===== config.mk =====
export PLATFORM = sky130hd
export DESIGN_NAME = jtlabrun_romarb
export DESIGN_NICKNAME = d
export VERILOG_FILES = /design/src/rtl/jtlabrun_romarb_pkg.sv /design/src/rtl/jtlabrun_romarb_slot.sv /design/src/rtl/jtlabrun_romarb.sv
export SDC_FILE = /design/constraint.sdc
export NUM_CORES = 1
export LEC_CHECK = 0
export CAP_MARGIN = 20
export CORE_MARGIN = 10
export CORE_UTILIZATION = 50
export CTS_CLUSTER_SIZE = 14
export DETAILED_ROUTE_END_ITERATION = 8
export PLACE_DENSITY = 0.81
export SYNTH_ARGS = -nofsm -noshare
export SYNTH_HDL_FRONTEND = slang
export SYNTH_SLANG_ARGS = --single-unit
export TNS_END_PERCENT = 10

===== constraint.sdc =====
create_clock -name clk -period 2.86 [get_ports clk]
set_input_delay 0.286 -clock clk [delete_from_list [all_inputs] [get_ports clk]]
set_output_delay 0.286 -clock clk [all_outputs]
set_load 0.005 [all_outputs]

===== src/rtl/jtlabrun_romarb_pkg.sv =====
// jtlabrun_romarb_pkg: shared FSM state and grant encodings for the ROM arbiter.
package jtlabrun_romarb_pkg;
    typedef enum logic [1:0] {ST_IDLE, ST_WAIT_ACK, ST_WAIT_DATA} state_e;
    typedef enum logic {GNT_CPU, GNT_GFX} gnt_e;
endpackage


===== src/rtl/jtlabrun_romarb_slot.sv =====
// jtlabrun_romarb_slot: one-entry cache per requester; ok is a live compare against the current address.
module jtlabrun_romarb_slot #(
    parameter int AW = 17,
    parameter int DW = 8
) (
    input  logic          clk,
    input  logic          rstn,
    input  logic          cs,
    input  logic [AW-1:0] addr,
    input  logic          wr,
    input  logic [AW-1:0] wr_addr,
    input  logic [DW-1:0] wr_data,
    output logic [DW-1:0] data,
    output logic          ok,
    output logic          pending
);
    logic [AW-1:0] last_q;
    logic [DW-1:0] data_q;
    logic          valid_q;

    always_ff @(posedge clk or negedge rstn) begin
        if (!rstn) begin
            last_q  <= '0;
            data_q  <= '0;
            valid_q <= 1'b0;
        end else if (wr) begin
            last_q  <= wr_addr;
            data_q  <= wr_data;
            valid_q <= 1'b1;
        end
    end

    assign data    = data_q;
    assign ok      = cs & valid_q & (addr == last_q);
    assign pending = cs & ~ok;
endmodule


===== src/rtl/jtlabrun_romarb.sv =====
// jtlabrun_romarb: shares one SDRAM read slot between CPU and gfx ROM fetches, CPU first with a gfx starvation guard.
// Optional abort of stalled SDRAM transactions with JTLABRUN_ROMARB_TIMEOUT_EN.
module jtlabrun_romarb
    import jtlabrun_romarb_pkg::*;
#(
    parameter int AW      = 17,
    parameter int DW      = 8,
    parameter int STARVE  = 8,
    parameter int TIMEOUT = 64
) (
    input  logic          clk,
    input  logic          rstn,
    input  logic          cpu_cs,
    input  logic [AW-1:0] cpu_addr,
    output logic [DW-1:0] cpu_data,
    output logic          cpu_ok,
    input  logic          gfx_cs,
    input  logic [AW-1:0] gfx_addr,
    output logic [DW-1:0] gfx_data,
    output logic          gfx_ok,
    output logic          sdram_req,
    output logic [AW-1:0] sdram_addr,
    input  logic          sdram_ack,
    input  logic          sdram_dok,
    input  logic [DW-1:0] sdram_data
);
    localparam int SW = $clog2(STARVE + 1);
    localparam logic [SW-1:0] STARVE_MAX = SW'(STARVE);

    state_e        st_q;
    gnt_e          gnt_q;
    logic          req_q;
    logic [AW-1:0] addr_q;
    logic [SW-1:0] starve_q;
    logic          cpu_pend, gfx_pend, gfx_win, wr;

    // dok together with ack in WAIT_ACK counts as ack followed by data
    assign wr      = sdram_dok & (st_q == ST_WAIT_DATA | (st_q == ST_WAIT_ACK & sdram_ack));
    assign gfx_win = gfx_pend & (~cpu_pend | starve_q == STARVE_MAX);

`ifdef JTLABRUN_ROMARB_TIMEOUT_EN
    localparam int TW = $clog2(TIMEOUT);
    localparam logic [TW-1:0] TMO_MAX = TW'(TIMEOUT - 1);
    logic [TW-1:0] tmo_q;
    logic [SW-1:0] starve_bak_q;
`endif

    always_ff @(posedge clk or negedge rstn) begin
        if (!rstn) begin
            st_q     <= ST_IDLE;
            gnt_q    <= GNT_CPU;
            req_q    <= 1'b0;
            addr_q   <= '0;
            starve_q <= '0;
`ifdef JTLABRUN_ROMARB_TIMEOUT_EN
            tmo_q        <= '0;
            starve_bak_q <= '0;
`endif
        end else begin
            case (st_q)
                ST_IDLE: if (cpu_pend | gfx_pend) begin
                    gnt_q    <= gfx_win ? GNT_GFX : GNT_CPU;
                    addr_q   <= gfx_win ? gfx_addr : cpu_addr;
                    req_q    <= 1'b1;
                    st_q     <= ST_WAIT_ACK;
                    starve_q <= gfx_win ? '0 :
                                (gfx_pend && starve_q != STARVE_MAX) ? starve_q + 1'b1 : starve_q;
`ifdef JTLABRUN_ROMARB_TIMEOUT_EN
                    starve_bak_q <= starve_q;
`endif
                end
                ST_WAIT_ACK: if (sdram_ack) begin
                    req_q <= 1'b0;
                    st_q  <= sdram_dok ? ST_IDLE : ST_WAIT_DATA;
                end
                ST_WAIT_DATA: if (sdram_dok) st_q <= ST_IDLE;
                default: st_q <= ST_IDLE;
            endcase
`ifdef JTLABRUN_ROMARB_TIMEOUT_EN
            tmo_q <= (st_q == ST_IDLE) ? '0 : tmo_q + 1'b1;
            // an aborted grant must leave the starvation count as if it never happened
            if (st_q != ST_IDLE && !wr && tmo_q == TMO_MAX) begin
                req_q    <= 1'b0;
                st_q     <= ST_IDLE;
                tmo_q    <= '0;
                starve_q <= starve_bak_q;
            end
`endif
        end
    end

    assign sdram_req  = req_q;
    assign sdram_addr = addr_q;

    jtlabrun_romarb_slot #(.AW(AW), .DW(DW)) u_cpu (
        .clk(clk), .rstn(rstn), .cs(cpu_cs), .addr(cpu_addr),
        .wr(wr & (gnt_q == GNT_CPU)), .wr_addr(addr_q), .wr_data(sdram_data),
        .data(cpu_data), .ok(cpu_ok), .pending(cpu_pend)
    );

    jtlabrun_romarb_slot #(.AW(AW), .DW(DW)) u_gfx (
        .clk(clk), .rstn(rstn), .cs(gfx_cs), .addr(gfx_addr),
        .wr(wr & (gnt_q == GNT_GFX)), .wr_addr(addr_q), .wr_data(sdram_data),
        .data(gfx_data), .ok(gfx_ok), .pending(gfx_pend)
    );
endmodule


After elaboration in Yosys (flattened, before gate mapping)
Cells that the tools add are included.
{"block": "totals", "in_bits": 48, "regBits": 77, "output_inout_bits": 36}
{"block": "classes", "eq_ne": 9, "n_addsub": 1, "n_reduce_logical": 8, "bitwise_logic": 18, "muxes": 12}
{"op": "== test 17 bit", "n": 2}
{"op": "2-to-1 mux 17 bit", "n": 1}
{"op": "AND 1 bit", "n": 11}
{"op": "AND reduction 3 bit", "n": 3}
{"op": "2-to-1 mux 2 bit", "n": 4}
{"op": "2-to-1 mux 4 bit", "n": 2}
{"op": "!= test 2 bit (second input constant)", "n": 3}
{"op": "case mux 2 bit (3 select lines)", "n": 1}
{"op": "adder 4 x 1 -> 4 bit (second input constant)", "n": 1}
{"op": "== test 4 bit (second input constant)", "n": 1}
{"op": "!= test 4 bit (second input constant)", "n": 1}
{"op": "inverter 1 bit", "n": 4}
{"op": "nonzero test 2 bit", "n": 2}
{"op": "2-to-1 mux 1 bit", "n": 3}
{"op": "OR 1 bit", "n": 3}
{"op": "== test 2 x 1 -> 1 bit (second input constant)", "n": 1}
{"op": "== test 2 bit (second input constant)", "n": 1}
{"op": "zero test 2 bit", "n": 1}
{"op": "case mux 1 bit (2 select lines)", "n": 1}
{"op": "AND reduction 2 bit", "n": 1}
{"op": "logical AND 1 bit", "n": 1}

Logic depth before layout (Yosys ltp)
{"block": "logic_depth", "depth_word": 9, "mapped_depth": 9, "depth_no_buf": 7}

Cells and area by module
From an unflattened synthesis, not the netlist that was laid out.
{"block": "unflattened", "cells_unflattened": 302, "area_unflattened_um2": 3648.5}
{"mod": "jtlabrun_romarb_slot", "instances": 2, "seq_area_each_um2": 650.6, "area_per_inst_um2": 1152.4, "cells_per_inst": 80}
{"mod": "jtlabrun_romarb", "instances": 1, "seq_area_each_um2": 625.6, "area_per_inst_um2": 1343.8, "cells_per_inst": 142}

Least setup slack after synthesis
No wires, ideal clock.
{"block": "synth_path", "kind": "reg2reg", "start": "reg u_gfx.last_q[8]", "end": "reg st_q[0]", "n_path_buf": 2, "synth_period_minus_slack_ns": 2.114, "arrival_ns": 1.995, "path_stages_with_launch": 9, "path_slack_ns": 0.746, "path_cell_list": "dfrtp_1 > xor2_1 > nor4_1 > nand3_1 > o311a_1 > buf_2 > or2_1 > buf_2 > a31o_1"}
{"block": "synth_between", "elab_chain_len": 7}
{"element": "from (decl)", "line_no": "jtlabrun_romarb_slot.sv:17", "source": "logic [AW-1:0] last_q;"}
{"element": "from (signal assigned)", "line_no": "jtlabrun_romarb_slot.sv:27", "source": "last_q <= wr_addr;"}
{"element": "== test 17 bit", "line_no": "jtlabrun_romarb_slot.sv:34", "source": "assign ok = cs & valid_q & (addr == last_q);"}
{"element": "AND 1 bit", "line_no": "jtlabrun_romarb_slot.sv:34"}
{"element": "inverter 1 bit", "line_no": "jtlabrun_romarb_slot.sv:35", "source": "assign pending = cs & ~ok;"}
{"element": "AND 1 bit", "line_no": "jtlabrun_romarb_slot.sv:35"}
{"element": "OR 1 bit", "line_no": "jtlabrun_romarb.sv:61", "source": "ST_IDLE: if (cpu_pend | gfx_pend) begin"}
{"element": "!= test 2 bit (no line)"}
{"element": "AND reduction 3 bit (no line)"}
{"element": "to (signal assigned)", "line_no": "jtlabrun_romarb.sv:74", "source": "st_q <= sdram_dok ? ST_IDLE : ST_WAIT_DATA;"}
{"element": "to (decl)", "line_no": "jtlabrun_romarb.sv:30", "source": "state_e st_q;"}
Every way passes these cells.
A chain may end at the register's enable or synchronous reset.

Worst setup path after layout
{"block": "layout_path", "start": "in gfx_addr[0]", "end": "out gfx_ok"}
{"block": "layout_between", "elab_chain_len": 2}
{"element": "from (decl)", "line_no": "jtlabrun_romarb.sv:18", "source": "input logic [AW-1:0] gfx_addr,"}
{"element": "== test 17 bit", "line_no": "jtlabrun_romarb_slot.sv:34"}
{"element": "AND 1 bit", "line_no": "jtlabrun_romarb_slot.sv:34"}
{"element": "to (decl)", "line_no": "jtlabrun_romarb.sv:20", "source": "output logic gfx_ok,"}
Every way passes these cells.

==> qor.txt <==
Core Area - 0.00691 mm2
Worst VDD drop - 0.517 mV
PD cells - 1020 mW/mm2
CP max FO - 4
Arrival @ worst endpoint - 2.37 ns
Buffer depth of the longest clock path - 2
Die area - 0.0110 mm2
Num Clock Sinks - 77
N_diodes - 0
Clk slew on worst S/H paths - 0.08 ns
GRT Util Overall - 18.2%
Chip width - 105 um
Final Cycle Share - 92.7%
Leak Pwr - 1.89 nW
Drt first pass iters - 5
Largest net degree at the start of global routing - 78
Final setup fails - 0
Endpoint class of the critical path - output pin
Mapped cell area - 0.00360 mm2
Port-buffer cells - 83
First-pass GRT wire length - 16.3 mm
WL/cell - 19.8 um
Mapped Nets - 360
Fill cells - 531
Global route overflow - 0
Max-slew violations - 0
Layout cell share with drive strength beyond 1 - 19.9%
Unique masters post-synth - 32
Total power - 4.85 mW
Fin crit period - 2.65 ns
RSZ-0062 raised after global routing - no
Outcome - complete, no violations
Postcts setup bufs - 0
Setup TNS - 0 ns
H-Tree Depth - 3
Hold Crit Class - in2async
Avg Cell Area, Syn - 11.6 um2
Routed WL - 9.87 mm
Worst slew margin - 35.7%
Register bit total from synthesis - 77
Area delta synth->final - 32.8%
Initial Util - 52.1%
Number of synthesis warnings - 0
DR vias - 2889
Placed cells - 484
Critical Path RT - 2.57 ns
Post-CTS resize count - 0
MaxCap Viol Count - 0
Worst hold margin - 0.0759 ns
Clock latency on the worst-skew pair - 0.35 ns
Max Fclk - 377 MHz
Root Driver - clkbuf_8
Vias/cell - 5.79
Final std cells w/o fill - 499
Post-CTS Hold Buffers - 0
Net count, final - 449
Rows - 30
Mapped Cells - 310
DRC viols - 0
Setup CP Type - in2out
Antenna-violating nets left - 0
Worst Tran Pin Value - 0.965 ns
Clk_skew - 0.00930 ns
CP Launch Type - input port
CTS buffer count - 9
Top Ports - 84
TritonCTS clock tree - yes
Initial antenna violation count - 0
Final hold vios - 0
First DRT Iteration DRCs - 168
GPL Wtd Cong - 0.902
Post-detail-place hpwl - 7.11 mm
Number of global-route vias before repair - 3007
Die Y-Extent - 105 um
Register area share after synthesis - 53.5%
## critical path, cell delays in order
cell	delay (ns)
clkdlybuf4s50_1	0.47
xor2_1	0.18
nor4_1	0.36
nand3_1	0.24
nor3_1	0.25
clkdlybuf4s50_1	0.57
## cells by family (layout without fill, tap and decap cells)
kind of cell	count (synthesis)	in the layout	share of synthesized area, %
multiplexers	50	50	15.6
buffers and inverters	23	116	2.54
flip-flops	77	77	53.5
XOR/XNOR	34	34	8.28
AND/OR/NAND/NOR	75	75	11.1
adder cells (fa/ha/maj)	2	2	0.695
AO/OA/AOI/OAI	49	49	8.24
## placed cells by master, fill, tap and decap left out, types with 12 or more instances in the layout
master,Yosys,final
nand3_1,27,27
mux2_2,50,50
dfrtp_1,77,77
o21ai_0,20,20
xnor2_1,22,22
xor2_1,12,12
clkdlybuf4s50_1,0,82
a31oi_1,17,17
buf_4,0,12
nor3_1,20,20
## state kept, by name (all words and copies together) (netlist names)
register	cells
u_gfx.data	8
sdram_addr	17
gnt_q	1
u_cpu.last_q	17
u_gfx.last_q	17
st_q	2
u_gfx.valid_q	1
sdram_req	1
u_cpu.data	8
starve_q	4
u_cpu.valid_q	1
## metal layers
layer / vias to the layer above / GRT usage, % / routed length, um
li1: 1303 / - / -
met5: - / 0 / 0
met1: 1421 / 22.1 / 3950
met2: 145 / 29.8 / 4870
met4: 0 / 7.45 / 190
met3: 20 / 5.04 / 857
## area by class of cell
cell class	instances	area [um2]	area share, %
sequential	77	1930	40.3
multi-input combinational	210	1580	33.1
timing repair buffer	96	951	19.9
clock buffer	10	128	2.67
tap	96	120	2.51
clock inverter	5	52.6	1.10
inverter	5	18.8	0.393
## final timing paths
path	from	end	slack, ns	cells past startpoint
max	gfx_addr[0]	gfx_ok	0.21	6
min	rstn	u_gfx.last_q[11]	0.08	1
max reg2reg	u_gfx.last_q[12]	sdram_addr[8]	0.44	7
min reg2reg	u_gfx.valid_q	u_gfx.valid_q	0.47	1
max in group asynchronous	rstn	sdram_addr[5]	2.16	1
min in group clk	u_gfx.valid_q	u_gfx.valid_q	0.47	1
## stage by stage
step	instance area, um2	utilization [%]	setup WS (ns)
after floorplan	3600	-	0.746
after global routing	4780	69.2	0.0932
after global placement	4600	66.6	0.170
after CTS	4780	69.2	0.225
after detailed placement	4600	66.6	0.128
final	4780	69.2	0.208
## cells in the mapped netlist
library cell / n / area, um2
a32o_1: 1 / 10.0
nand2b_1: 2 / 12.5
ha_1: 2 / 25.0
nor2b_1: 2 / 12.5
a21oi_1: 2 / 10.0
and3_1: 1 / 6.26
xnor2_1: 22 / 193
nor3b_1: 2 / 15.0
nand2_1: 4 / 15.0
nand4_1: 9 / 56.3
inv_1: 5 / 18.8
o21ai_0: 20 / 100
a31o_1: 1 / 8.76
xor2_1: 12 / 105
a31oi_1: 17 / 106
buf_1: 2 / 7.51
or2_2: 1 / 6.26
dfrtp_1: 77 / 1930
nor4_1: 3 / 18.8
o311a_1: 1 / 10.0
mux2_2: 50 / 563
o21ai_1: 3 / 15.0
o31ai_2: 1 / 12.5
or2_1: 1 / 6.26
and2_1: 1 / 6.26
a21o_1: 2 / 15.0
clkbuf_1: 12 / 45.0
buf_2: 4 / 20.0
nor3_1: 20 / 100
nand3_1: 27 / 135
nor2_1: 2 / 7.51
o31a_1: 1 / 8.76
## power breakdown
part	internal (mW)	total (mW)	switching, mW	leakage, nW
clock	0.394	0.784	0.390	0.0919
combinational	1.18	2.04	0.854	0.903
sequential	1.62	2.03	0.408	0.896
total	3.20	4.85	1.65	1.89
(Power assumes the default switching activity.)
